===== src/rtl/t_state_sequencer.sv =====
// ---------------------------------------------------------------------------
// t_state_sequencer
//   Cycle sequencer for the 6502C control unit. Holds the one-hot T-state
//   counter, the latched opcode and the active instruction class, and applies
//   the cycle-count rules for normal, indexed-read (rmw), branch and interrupt
//   (RESET/NMI/IRQ/BRK) sequences. Its outputs drive the per-opcode control
//   table lookup; the final-cycle / index-cycle flags come back from it.
//
// Ports
//   phi1        in   system clock, all state changes on the rising edge
//   rst         in   asynchronous active-high reset
//   rdy         in   1 = advance, 0 = freeze (NMI edge detector keeps running)
//   opcode_in   in   data bus, captured in the T1 fetch cycle
//   iclass_in   in   classifier result for opcode_in (00 norm, 01 rmw, 10 branch)
//   status      in   P register (C0 Z1 I2 D3 V6 N7)
//   last_cyc    in   control table: current cycle is final (norm/rmw)
//   idx_cyc     in   control table: current cycle does the low-byte index add
//   page_cross  in   carry out of the low-byte address add
//   nmi_n       in   NMI, falling-edge triggered
//   irq_n       in   IRQ, level, masked by status[2]
//   currT       out  one-hot T-state (bit0 = T1)
//   opcode      out  latched opcode (00 during injected interrupts)
//   iclass      out  active class, 11 = interrupt sequence
//   sync        out  1 in the T1 opcode-fetch cycle
//   vec_sel     out  00 BRK/IRQ, 01 NMI, 11 RESET
//   br_taken    out  branch condition, valid from T2 of a branch until next T1
//   skip        out  one-cycle pulse after a skipped page-fix cycle
//   seq_err     out  sticky: a sequence ran past T_W without a final cycle
// ---------------------------------------------------------------------------
module t_state_sequencer #(
  parameter int T_W         = 7,
  parameter int INT_LEN     = 7,
  parameter bit RMW_SKIP_EN = 1'b1
) (
  input  logic           phi1,
  input  logic           rst,
  input  logic           rdy,
  input  logic [7:0]     opcode_in,
  input  logic [1:0]     iclass_in,
  input  logic [7:0]     status,
  input  logic           last_cyc,
  input  logic           idx_cyc,
  input  logic           page_cross,
  input  logic           nmi_n,
  input  logic           irq_n,
  output logic [T_W-1:0] currT,
  output logic [7:0]     opcode,
  output logic [1:0]     iclass,
  output logic           sync,
  output logic [1:0]     vec_sel,
  output logic           br_taken,
  output logic           skip,
  output logic           seq_err
);

  typedef enum logic [1:0] {
    CL_NORM   = 2'b00,
    CL_RMW    = 2'b01,
    CL_BRANCH = 2'b10,
    CL_INT    = 2'b11
  } cls_t;

  localparam logic [1:0]     VEC_BRK   = 2'b00;
  localparam logic [1:0]     VEC_NMI   = 2'b01;
  localparam logic [1:0]     VEC_RESET = 2'b11;
  localparam logic [T_W-1:0] T1_HOT    = {{(T_W-1){1'b0}}, 1'b1};

  cls_t           cls_q, cls_d;
  logic [T_W-1:0] t_d;
  logic [7:0]     op_d;
  logic           sync_d, brt_d, skip_d, err_d;
  logic [1:0]     vec_d;
  logic           nmi_pend, nmi_prev, pend_d, pend_clr, nmi_fell;
  logic           final_cyc, jump, taken, int_req;
  logic [2:0]     flag_idx;

  assign iclass = cls_q;

  // Branch flag select from opcode[7:6]: N, V, C, Z.
  always_comb begin
    flag_idx = 3'd7;
    unique case (opcode[7:6])
      2'b00: flag_idx = 3'd7;
      2'b01: flag_idx = 3'd6;
      2'b10: flag_idx = 3'd0;
      2'b11: flag_idx = 3'd1;
    endcase
  end

  assign taken    = (status[flag_idx] == opcode[5]);
  assign nmi_fell = nmi_prev & ~nmi_n;
  assign int_req  = nmi_pend | (~irq_n & ~status[2]);

  always_comb begin
    t_d       = currT;
    op_d      = opcode;
    cls_d     = cls_q;
    sync_d    = sync;
    vec_d     = vec_sel;
    brt_d     = br_taken;
    skip_d    = skip;
    err_d     = seq_err;
    pend_clr  = 1'b0;
    final_cyc = 1'b0;
    jump      = 1'b0;

    if (rdy) begin
      skip_d = 1'b0;
      if (sync) begin
        // Opcode fetch: BRK (00) is forced into the interrupt sequence.
        op_d   = opcode_in;
        sync_d = 1'b0;
        t_d    = currT << 1;
        if (opcode_in == 8'h00) begin
          cls_d = CL_INT;
          vec_d = VEC_BRK;
        end else begin
          cls_d = cls_t'(iclass_in);
        end
      end else begin
        unique case (cls_q)
          CL_NORM: final_cyc = last_cyc;
          CL_RMW: begin
            final_cyc = last_cyc;
            // The two-state jump is only legal while Tn+2 still exists.
            jump = RMW_SKIP_EN && idx_cyc && !page_cross && !last_cyc &&
                   (currT[T_W-1:T_W-2] == 2'b00);
          end
          CL_BRANCH: begin
            if (currT[1])      final_cyc = ~taken;
            else if (currT[2]) final_cyc = ~page_cross;
            else if (currT[3]) final_cyc = 1'b1;
          end
          CL_INT: final_cyc = currT[INT_LEN-1];
        endcase

        if (cls_q == CL_BRANCH && currT[1]) brt_d = taken;

        if (final_cyc) begin
          t_d   = T1_HOT;
          brt_d = 1'b0;
          if (int_req) begin
            sync_d = 1'b0;
            op_d   = 8'h00;
            cls_d  = CL_INT;
            vec_d  = nmi_pend ? VEC_NMI : VEC_BRK;
          end else begin
            sync_d = 1'b1;
          end
        end else if (currT[T_W-1]) begin
          t_d    = T1_HOT;
          sync_d = 1'b1;
          err_d  = 1'b1;
          brt_d  = 1'b0;
        end else if (jump) begin
          t_d    = currT << 2;
          skip_d = 1'b1;
        end else begin
          t_d = currT << 1;
        end

        // An NMI is consumed only by its own sequence, on the T4->T5 step.
        pend_clr = (cls_q == CL_INT) && (vec_sel == VEC_NMI) &&
                   currT[3] && !final_cyc;
      end
    end

    // A new edge always wins over a clear in the same cycle.
    pend_d = (nmi_pend & ~pend_clr) | nmi_fell;
  end

  always_ff @(posedge phi1 or posedge rst) begin
    if (rst) begin
      currT    <= T1_HOT;
      opcode   <= 8'h00;
      cls_q    <= CL_INT;
      sync     <= 1'b0;
      vec_sel  <= VEC_RESET;
      br_taken <= 1'b0;
      skip     <= 1'b0;
      seq_err  <= 1'b0;
      nmi_pend <= 1'b0;
      nmi_prev <= 1'b1;
    end else begin
      currT    <= t_d;
      opcode   <= op_d;
      cls_q    <= cls_d;
      sync     <= sync_d;
      vec_sel  <= vec_d;
      br_taken <= brt_d;
      skip     <= skip_d;
      seq_err  <= err_d;
      nmi_pend <= pend_d;
      nmi_prev <= nmi_n;
    end
  end

endmodule

===== config.mk =====
export PLATFORM = sky130hd
export DESIGN_NAME = t_state_sequencer
export DESIGN_NICKNAME = d
export VERILOG_FILES = /design/src/rtl/t_state_sequencer.sv
export SDC_FILE = /design/constraint.sdc
export NUM_CORES = 1
export LEC_CHECK = 0
export CAP_MARGIN = 5
export CORE_UTILIZATION = 44
export CTS_BUF_LIST = sky130_fd_sc_hd__clkbuf_16
export DETAILED_ROUTE_END_ITERATION = 16
export PLACE_DENSITY = 0.79
export SYNTH_ARGS = -nofsm -noshare
export SYNTH_HDL_FRONTEND = slang
export SYNTH_SLANG_ARGS = --single-unit

===== constraint.sdc =====
create_clock -name phi1 -period 2.4 [get_ports phi1]
set_clock_uncertainty 0.15 [all_clocks]
set_input_delay 0.24 -clock phi1 [delete_from_list [all_inputs] [get_ports phi1]]
set_output_delay 0.24 -clock phi1 [all_outputs]
set_load 0.05 [all_outputs]

## Word-level counts from Yosys, hierarchy flattened

Cells that the tools add are included.
W data, S select, Z words.

| cells by class | value |
|---|---|
| mux-type cells | 41 |
| reductions and logical operators | 22 |
| equal/unequal tests | 9 |
| order comparisons | 1 |
| bitwise operators | 13 |

Operator list:

| kind | number |
|---|---|
| $mux W7 | 4 |
| $mux W8 | 3 |
| $mux W1 | 23 |
| $mux W2 | 8 |
| $pmux W3 S4 | 1 |
| $eq A2 B2 Y1 const B | 4 |
| $logic_not A8 Y1 | 1 |
| $not A1 Y1 | 8 |
| $reduce_and A4 Y1 | 2 |
| $logic_and A1 B1 Y1 | 7 |
| $eq A2 B1 Y1 const B | 3 |
| $logic_not A2 Y1 | 3 |
| $reduce_and A3 Y1 | 2 |
| $lt A3 B4 Y1 const B | 1 |
| $reduce_bool A2 Y1 | 2 |
| $and A1 B1 Y1 | 3 |
| $bmux W1 S3 | 1 |
| $logic_not A1 Y1 | 3 |
| $pmux W1 S3 | 1 |
| $reduce_bool A3 Y1 | 1 |
| $ne A2 B1 Y1 const B | 1 |
| $or A1 B1 Y1 | 2 |
| $reduce_or A2 Y1 | 1 |
| $eq A1 B1 Y1 | 1 |

| storage, ports and cells | value |
|---|---|
| input port bits | 26 |
| register bits | 25 |

## Longest topological paths before layout

Gate-level depths: netlist of run 1.

| logic depth | value |
|---|---|
| depth after elaboration | 17 |
| depth in mapped cells | 8 |
| depth with buffers taken out | 7 |

## Worst setup path after synthesis of run 1

OpenSTA, ideal clock, no wires.

| path | value |
|---|---|
| path type | register to register |
| start point | register opcode[7] |
| end point | register currT[2] |
| slack | -0.149 ns |
| buffers on the path | 0 |
| stages on the path, launching flop included | 8 |
| clock period less this slack | 2.549 ns |
| setup time | 0.145 ns |
| arrival time | 2.254 ns |
| cells stage by stage | dfrtp_1 > inv_1 > ha_1 > mux2i_2 > nor4b_4 > nor3_2 > a221oi_2 > o22ai_1 |

| on the way | value |
|---|---|
| word-level cells in the longest chain between the ends | 12 |
| elaborated cells between the ends (all ways) | 15 |

RTL lines:

| element | line | source |
|---|---|---|
| from (decl) | 47 | `output logic [7:0] opcode,` |
| from (signal assigned) | 186 | `opcode <= op_d;` |
| $eq A2 B2 Y1 (tied with other cells) | 82 | `unique case (opcode[7:6])` |
| $pmux W3 S4 * | 82 |  |
| $bmux W1 S3 * | 90 | `assign taken = (status[flag_idx] == opcode[5]);` |
| $mux W1 (implied by the code) * | 90 |  |
| $eq A1 B1 Y1 * | 90 |  |
| $not A1 Y1 * | 130 | `if (currT[1]) final_cyc = ~taken;` |
| $mux W1 * | 130 |  |
| $pmux W1 S3 * | 121 | `unique case (cls_q)` |
| $mux W1 * | 109 | `if (sync) begin` |
| $mux W1 * | 107 | `if (rdy) begin` |
| $mux W7 * | 139 | `if (final_cyc) begin` |
| $mux W7 * | 109 |  |
| to (signal assigned) | 185 | `currT <= t_d;` |
| to (decl) | 46 | `output logic [T_W-1:0] currT,` |

Mark *: on every way between the ends. The rest lies on a longest branch, timed or not. The select of a mux whose other input is x is not followed.
A chain may end at the register's enable or synchronous reset.

## Worst setup path after layout of run 1

| path | value |
|---|---|
| start point | register opcode[6] |
| end point | register currT[3] |

Same word-level chain as after synthesis.

==> results of run 1 <==
-- state kept, by name, indices dropped and copies added, names as in the netlist --
| name | count |
|---|---|
| opcode | 8 |
| currT | 7 |
| iclass | 2 |
| vec_sel | 2 |
| br_taken | 1 |
| nmi_pend | 1 |
| nmi_prev | 1 |
| seq_err | 1 |
| skip | 1 |
| sync | 1 |
-- final cells by class --
cell class	count	area, sq um
Clock buffer	3	75.1
Clock inverter	1	3.75
Fill cell	252	1010
Tap cell	44	55.1
Timing Repair Buffer	51	495
Sequential cell	25	636
Inverter	21	78.8
Multi-Input combinational cell	91	677
-- how the worst max path moves through the flow --
stage | endpoint | slack [ns] | cells past startpoint
3_5_place_dp | currT[3]$_DFFE_PP0P_ | 0.03 | 6
6_report | currT[3]$_DFFE_PP0P_ | 0.10 | 7
4_1_cts | iclass[0]$_DFFE_PP1P_ | 0.03 | 7
3_3_place_gp | iclass[1]$_DFFE_PP1P_ | 0.10 | 7
5_1_grt | iclass[1]$_DFFE_PP1P_ | -0.01 | 7
2_1_floorplan | currT[2]$_DFFE_PP0P_ | 0.004 | 7
-- repair_timing --
item,CTS,global route
endpoints found under the hold margin,0,0
gates resized for setup,0,2
endpoints found under the setup margin,0,19
-- through the flow --
stage,cell area (sq um),utilization,hold WS (ns)
final,2020,0.667,0.190
after global routing,2020,0.667,0.229
after CTS,2000,0.662,0.202
after detailed placement,1930,0.636,0.318
after global placement,1930,0.636,0.317
after floorplan,1400,-,0.0945
-- where the power goes --
group / leakage (uW) / switching [uW] / internal, uW
sequential: 0.000307 / 153 / 593
combinational: 0.000457 / 1040 / 625
clock: 0.0000423 / 133 / 222
-- worst reg2reg max path: cells and delay by family (launching register included) --
family	cells	cell delay, ns
flip-flops	1	0.37
AO/OA/AOI/OAI	2	0.64
adder cells (fa/ha/maj)	1	0.29
AND/OR/NAND/NOR	2	0.40
buffers and inverters	1	0.08
multiplexers	1	0.22
-- cell usage after synthesis (all sizes together) --
cell type and number:
inv 21, dfrtp 19, nand3 12, o21ai 12
mux2i 9, nor2 8, dfstp 6, o22ai 6
a21oi 4, nor2b 4, nor4 4, clkbuf 3
a221oi 2, a31o 2, and2b 2, ha 2
nand2b 2, nor4b 2, o31ai 2, or4 2
a21boi 1, a21o 1, a41oi 1, and2 1
buf 1, mux2 1, nand2 1, nand4 1
nor3 1, nor4bb 1, o211ai 1, o21bai 1
o22a 1, o32ai 1, o41ai 1, or2 1
xnor2 1
-- cell families (layout without fill, tap and decap cells) --
| logic type | count (synthesis) | in the layout | synth area share |
|---|---|---|---|
| AO/OA/AOI/OAI | 36 | 36 | 0.174 |
| multiplexers | 10 | 10 | 0.0780 |
| buffers and inverters | 25 | 76 | 0.0726 |
| flip-flops | 25 | 25 | 0.454 |
| AND/OR/NAND/NOR | 42 | 42 | 0.197 |
| XOR/XNOR | 1 | 1 | 0.00628 |
| adder cells (fa/ha/maj) | 2 | 2 | 0.0179 |
-- layer usage --
layer  wire [um]  up-vias
li1            -      612
met3         166        6
met2        1670       47
met1        1490      612
met5           0        -
met4          46        0
==> out/metrics.yaml, run 1 <==
timing:
  fin_crit_sh: 0.958
  hold_viol: 0
  setup_violations: 0
  max_freq_mhz: 435
  maxSlewViolCount: 0
  rsz0062_at_grt: "yes"
  fin_ws_ns: 0.102
  fin_crit_ns: 2.30
  worstMarginPinSlew_ns: 0.526
  tns_ns: 0
  relSlewSlack: 0.649
place:
  dp.cells: 232
  post-dp-hpwl_um: 2600
  place_congestion: 0.806
  portBuffers: 45
  dp_slack_ns: 0.0330
clock_network:
  root_buffer: "clkbuf_16"
  htree_levels: 1
  clkTransAtPathRegs_ns: 0.06
  cts_buffers: 3
  cts.sinks: 25
  post-cts-setup-buffers: 0
  clk_path_buf_depth: 2
  holdBufCountCts: 0
  cts_tree: "built"
  clk_latency_ns: 0.25
synthesis:
  synth-seq-cells: 25
  yosysWarnings: 0
  yosysSeqAreaShare: 0.454
  synth_top_cell_area_share: 0.341
  synth_top_area_cell: "dfrtp_1"
  syn_nets: 169
  synth.distinct_cells: 44
  postSynthCellCount: 141
  synth_area_leaders: "dfrtp_1, dfstp_2, mux2i_1"
  syn_avg_cell_area_sq_um: 9.89
  synthesis.area_sq_mm: 0.00140
finish:
  final_nets: 221
  final_cells: 236
  drive_gt1_frac: 0.151
  final_cell_mix: "clkdlybuf4s50_1, inv_1, dfrtp_1, nand3_1, o21ai_0"
  diodes: 0
  layout_commonest_cell: "clkdlybuf4s50_1"
  area_growth_pct: 44.8
power:
  fin_total_pwr_uw: 2770
  cellLeakagePower_uw: 0.000806
  vdd_ir_drop_max_mv: 0.648
  power.density_mw_per_mm2: 1370
setup_path:
  reg2reg_depth: 7
  timing.rr.end: "currT[3]$_DFFE_PP0P_"
  crit_chain: "inv_1 -> ha_4 -> mux2i_2 -> nor4b_4 -> nor3_2 -> a221oi_2 -> o22ai_1"
  r2r_setup_slack_ns: 0.10
  cp.arrival_ns: 2.25
  cp_slowest_cell: "a221oi_2"
  path_max_fanout: 6
  max_stage_delay_ns: 0.47
  critical_path_required_ns: 2.35
  crit_type: "reg2reg"
  end_kind: "register"
  startpoint_type: "register"
  critical_path_buf_inv_count: 1
  crit_start: "opcode[6]$_DFFE_PP0P_"
  rr_startpoint: "opcode[6]$_DFFE_PP0P_"
  cp_top_family: "compound AO/OA/AOI/OAI gates"
global_routing:
  busiest_layer: "met2"
  grt_usage: 0.221
  grt_max_degree: 26
  use_met1: 0.275
  grt_util_met2: 0.378
  antenna_found_initial: 0
  grt_pass1_wl_um: 5680
  gr-total-overflow: 0
  met3_usage: 0.0374
  grt_pass1_vias: 1328
routing:
  route.detailed.drc: 0
  wire_per_inst_um: 14.3
  vias: 1277
  dr.pass1.iters: 4
  postRouteAntennaNets: 0
  wl_um: 3370
  viasPerCell: 5.41
  drt_iter0_drc: 32
worst_hold_path:
  hp-class: "in2async"
die:
  ios: 49
  num_rows: 20
  die-width_um: 58.3
  core-area_sq_mm: 0.00303
  initial_core_util: 0.461
  die_area_sq_mm: 0.00340
  die_h_um: 58.3
job:
  cap_viol_max_count: 0
status:
  status: "completed"
(Power assumes the default switching activity.)
==> run 2: changes to the inputs <==
Settings changed: CAP_MARGIN 5 to 20.
==> results of run 2 <==
Final layout, timing and power as in run 1 (identical DEF).
==> run 3: changes to the inputs <==
Settings changed: ABC_AREA from default to 1, MAX_ROUTING_LAYER from default to met4, PLACE_DENSITY 0.79 to 0.8.
==> out/metrics.yaml, run 3 <==
routing:
  postRouteAntennaNets: 0
  dr.pass1.iters: 12
  vias: 1331
  wl_um: 3170
  route.detailed.drc: 1
  wire_per_inst_um: 12.4
  viasPerCell: 5.20
  drt_iter0_drc: 57
timing:
  relSlewSlack: 0.658
  maxSlewViolCount: 0
  max_freq_mhz: 482
  rsz0062_at_grt: "no"
  fin_crit_sh: 0.864
  fin_crit_ns: 2.07
  worstMarginPinSlew_ns: 0.512
  tns_ns: 0
  setup_violations: 0
  hold_viol: 0
synthesis:
  synth_top_area_cell: "dfrtp_1"
  synth.distinct_cells: 25
  synth_common_cells: "nand2_1, inv_1, dfrtp_1, nand3_1, nor2_1"
  synth-seq-cells: 25
  postSynthCellCount: 178
  yosysWarnings: 0
  synthFlopType: "dfrtp_1"
  synth_enable_flop_cells: 0
  synth.most_common_cell: "nand2_1"
  yosysSeqAreaShare: 0.461
  ys_async_sr_fraction: 1.00
  syn_avg_cell_area_sq_um: 7.72
  synthesis.area_sq_mm: 0.00137
  synth_top_cell_area_share: 0.346
  synth_area_leaders: "dfrtp_1, nand2_1, dfstp_2"
  syn_nets: 206
status:
  failed_checks: "DRC"
  status: "finished, violations left"
setup_path:
  r2r_setup_slack_ns: 0.39
  rr_startpoint: "opcode[6]$_DFFE_PP0P_"
  critical_path_required_ns: 2.01
  timing.rr.end: "opcode[1]$_DFFE_PP0P_"
  max_stage_delay_ns: 0.83
  startpoint_type: "register"
  reg2reg_depth: 14
  crit_chain: "clkdlybuf4s50_1"
  cp_top_family: "buffers and inverters"
  critical_path_buf_inv_count: 1
  path_max_fanout: 7
  endpoint: "iclass[1]"
  crit_cells: 1
  crit_start: "iclass[1]$_DFFE_PP1P_"
  cp.arrival_ns: 1.68
  end_kind: "output pin"
  cp_slowest_cell: "clkdlybuf4s50_1"
  crit_type: "reg2out"
finish:
  top_regs: "opcode (8), currT (7)"
  area_growth_pct: 41.3
  largest_reg_flops: 8
  diodes: 0
  largest-register: "opcode"
  drive_gt1_frac: 0.120
  final_cell_mix: "nand2_1, clkdlybuf4s50_1, inv_1, dfrtp_1, nand3_1"
  final_cells: 256
  layout_commonest_cell: "nand2_1"
  final_nets: 254
power:
  seqPwrFrac: 0.275
  power.density_mw_per_mm2: 1420
  p_comb_frac: 0.594
  p_sw_uw: 1380
  p_int_uw: 1370
  vdd_ir_drop_max_mv: 0.864
  p_clk_frac: 0.131
  cellLeakagePower_uw: 0.000935
  swShare: 0.502
global_routing:
  grt_max_degree: 26
  grt_pass1_wl_um: 5380
  grt_pass1_vias: 1307
  grt_usage: 0.213
  antenna_found_initial: 0
  gr-total-overflow: 0
clock_network:
  cts_tree: "built"
  cts_resized: 0
  htree_levels: 1
  cts_buffers: 3
  clk_path_buf_depth: 2
  clk_latency_ns: 0.26
  root_buffer: "clkbuf_16"
  clkTransAtPathRegs_ns: 0.06
  holdBufCountCts: 0
  post-cts-setup-buffers: 0
  cts.sinks: 25
place:
  dp.cells: 252
  post-dp-hpwl_um: 2330
  place_congestion: 0.853
  portBuffers: 45
worst_hold_path:
  hp-class: "in2async"
die:
  ios: 49
  initial_core_util: 0.482
  die-width_um: 57.9
  num_rows: 19
  die_area_sq_mm: 0.00335
  core-area_sq_mm: 0.00285
  die_h_um: 57.9
job:
  cap_viol_max_count: 0
[run 3: cell count changes in the layout (fill, tap and decap cells not counted), moves of 4 or more]
| cell | previous run | this run |
|---|---|---|
| mux2i_1 | 7 | 0 |
| nand2_1 | 1 | 59 |
| nand2_4 | 0 | 4 |
| nand3_1 | 12 | 18 |
| nand3_2 | 0 | 4 |
| nand4_1 | 1 | 5 |
| nor2b_1 | 4 | 0 |
| o21ai_0 | 9 | 4 |
| o22ai_1 | 6 | 0 |
[run 3: metal layers]
layer	vias to the layer above	routed length (um)	global-route usage
li1	665	-	-
met2	36	1540	0.365
met4	0	38	0.0748
met5	-	0	-
met3	5	145	0.0335
met1	625	1450	0.255
[run 3: final cells by class]
cell class,instances,area [sq um]
clock buffer,3,75.1
clock inverter,1,3.75
fill,238,911
inverter,24,90.1
multi-input combinational,124,628
sequential,25,633
tap,31,38.8
timing repair buffer,48,473
[run 3: how the worst min path moves through the flow]
stage	cells past startpoint	from	slack, ns	to
after floorplan	0	nmi_n	0.09	nmi_prev$_DFF_PP1_
after global placement	2	vec_sel[1]$_DFFE_PP1P_	0.30	vec_sel[1]$_DFFE_PP1P_
after detailed placement	2	vec_sel[1]$_DFFE_PP1P_	0.30	vec_sel[1]$_DFFE_PP1P_
after CTS	3	rst	0.20	currT[2]$_DFFE_PP0P_
after global routing	3	rst	0.23	currT[1]$_DFFE_PP0P_
final	3	rst	0.19	currT[2]$_DFFE_PP0P_
[run 3: power groups by stage]
| stage | sequential [uW] | clock, uW | combinational, uW |
|---|---|---|---|
| after floorplan | 1260 | 0 | 642 |
| after global placement | 753 | 0 | 1610 |
| after detailed placement | 758 | 0 | 1640 |
| after CTS | 755 | 367 | 1640 |
| after global routing | 777 | 382 | 1750 |
| final | 756 | 360 | 1630 |
[run 3: kinds of logic (layout without fill, tap and decap cells)]
kind of cell    after synthesis  after routing  synth area share
flops                        25             25             0.461
compound gates               15             15            0.0601
fa+ha+maj                     2              2            0.0182
simple gates                107            107             0.379
buf+inv                      29             76            0.0820
[run 3: per-stage QoR]
stage	power [uW]	cell area [sq um]	hold slack, ns	worst slack (ns)	util
4_1_cts	2770	1940	0.204	0.330	0.681
6_report	2750	1940	0.188	0.326	0.681
2_1_floorplan	1910	1370	0.0945	0.210	-
3_5_place_dp	2390	1860	0.304	0.384	0.653
5_1_grt	2910	1940	0.230	0.225	0.681
3_3_place_gp	2360	1860	0.304	0.442	0.653
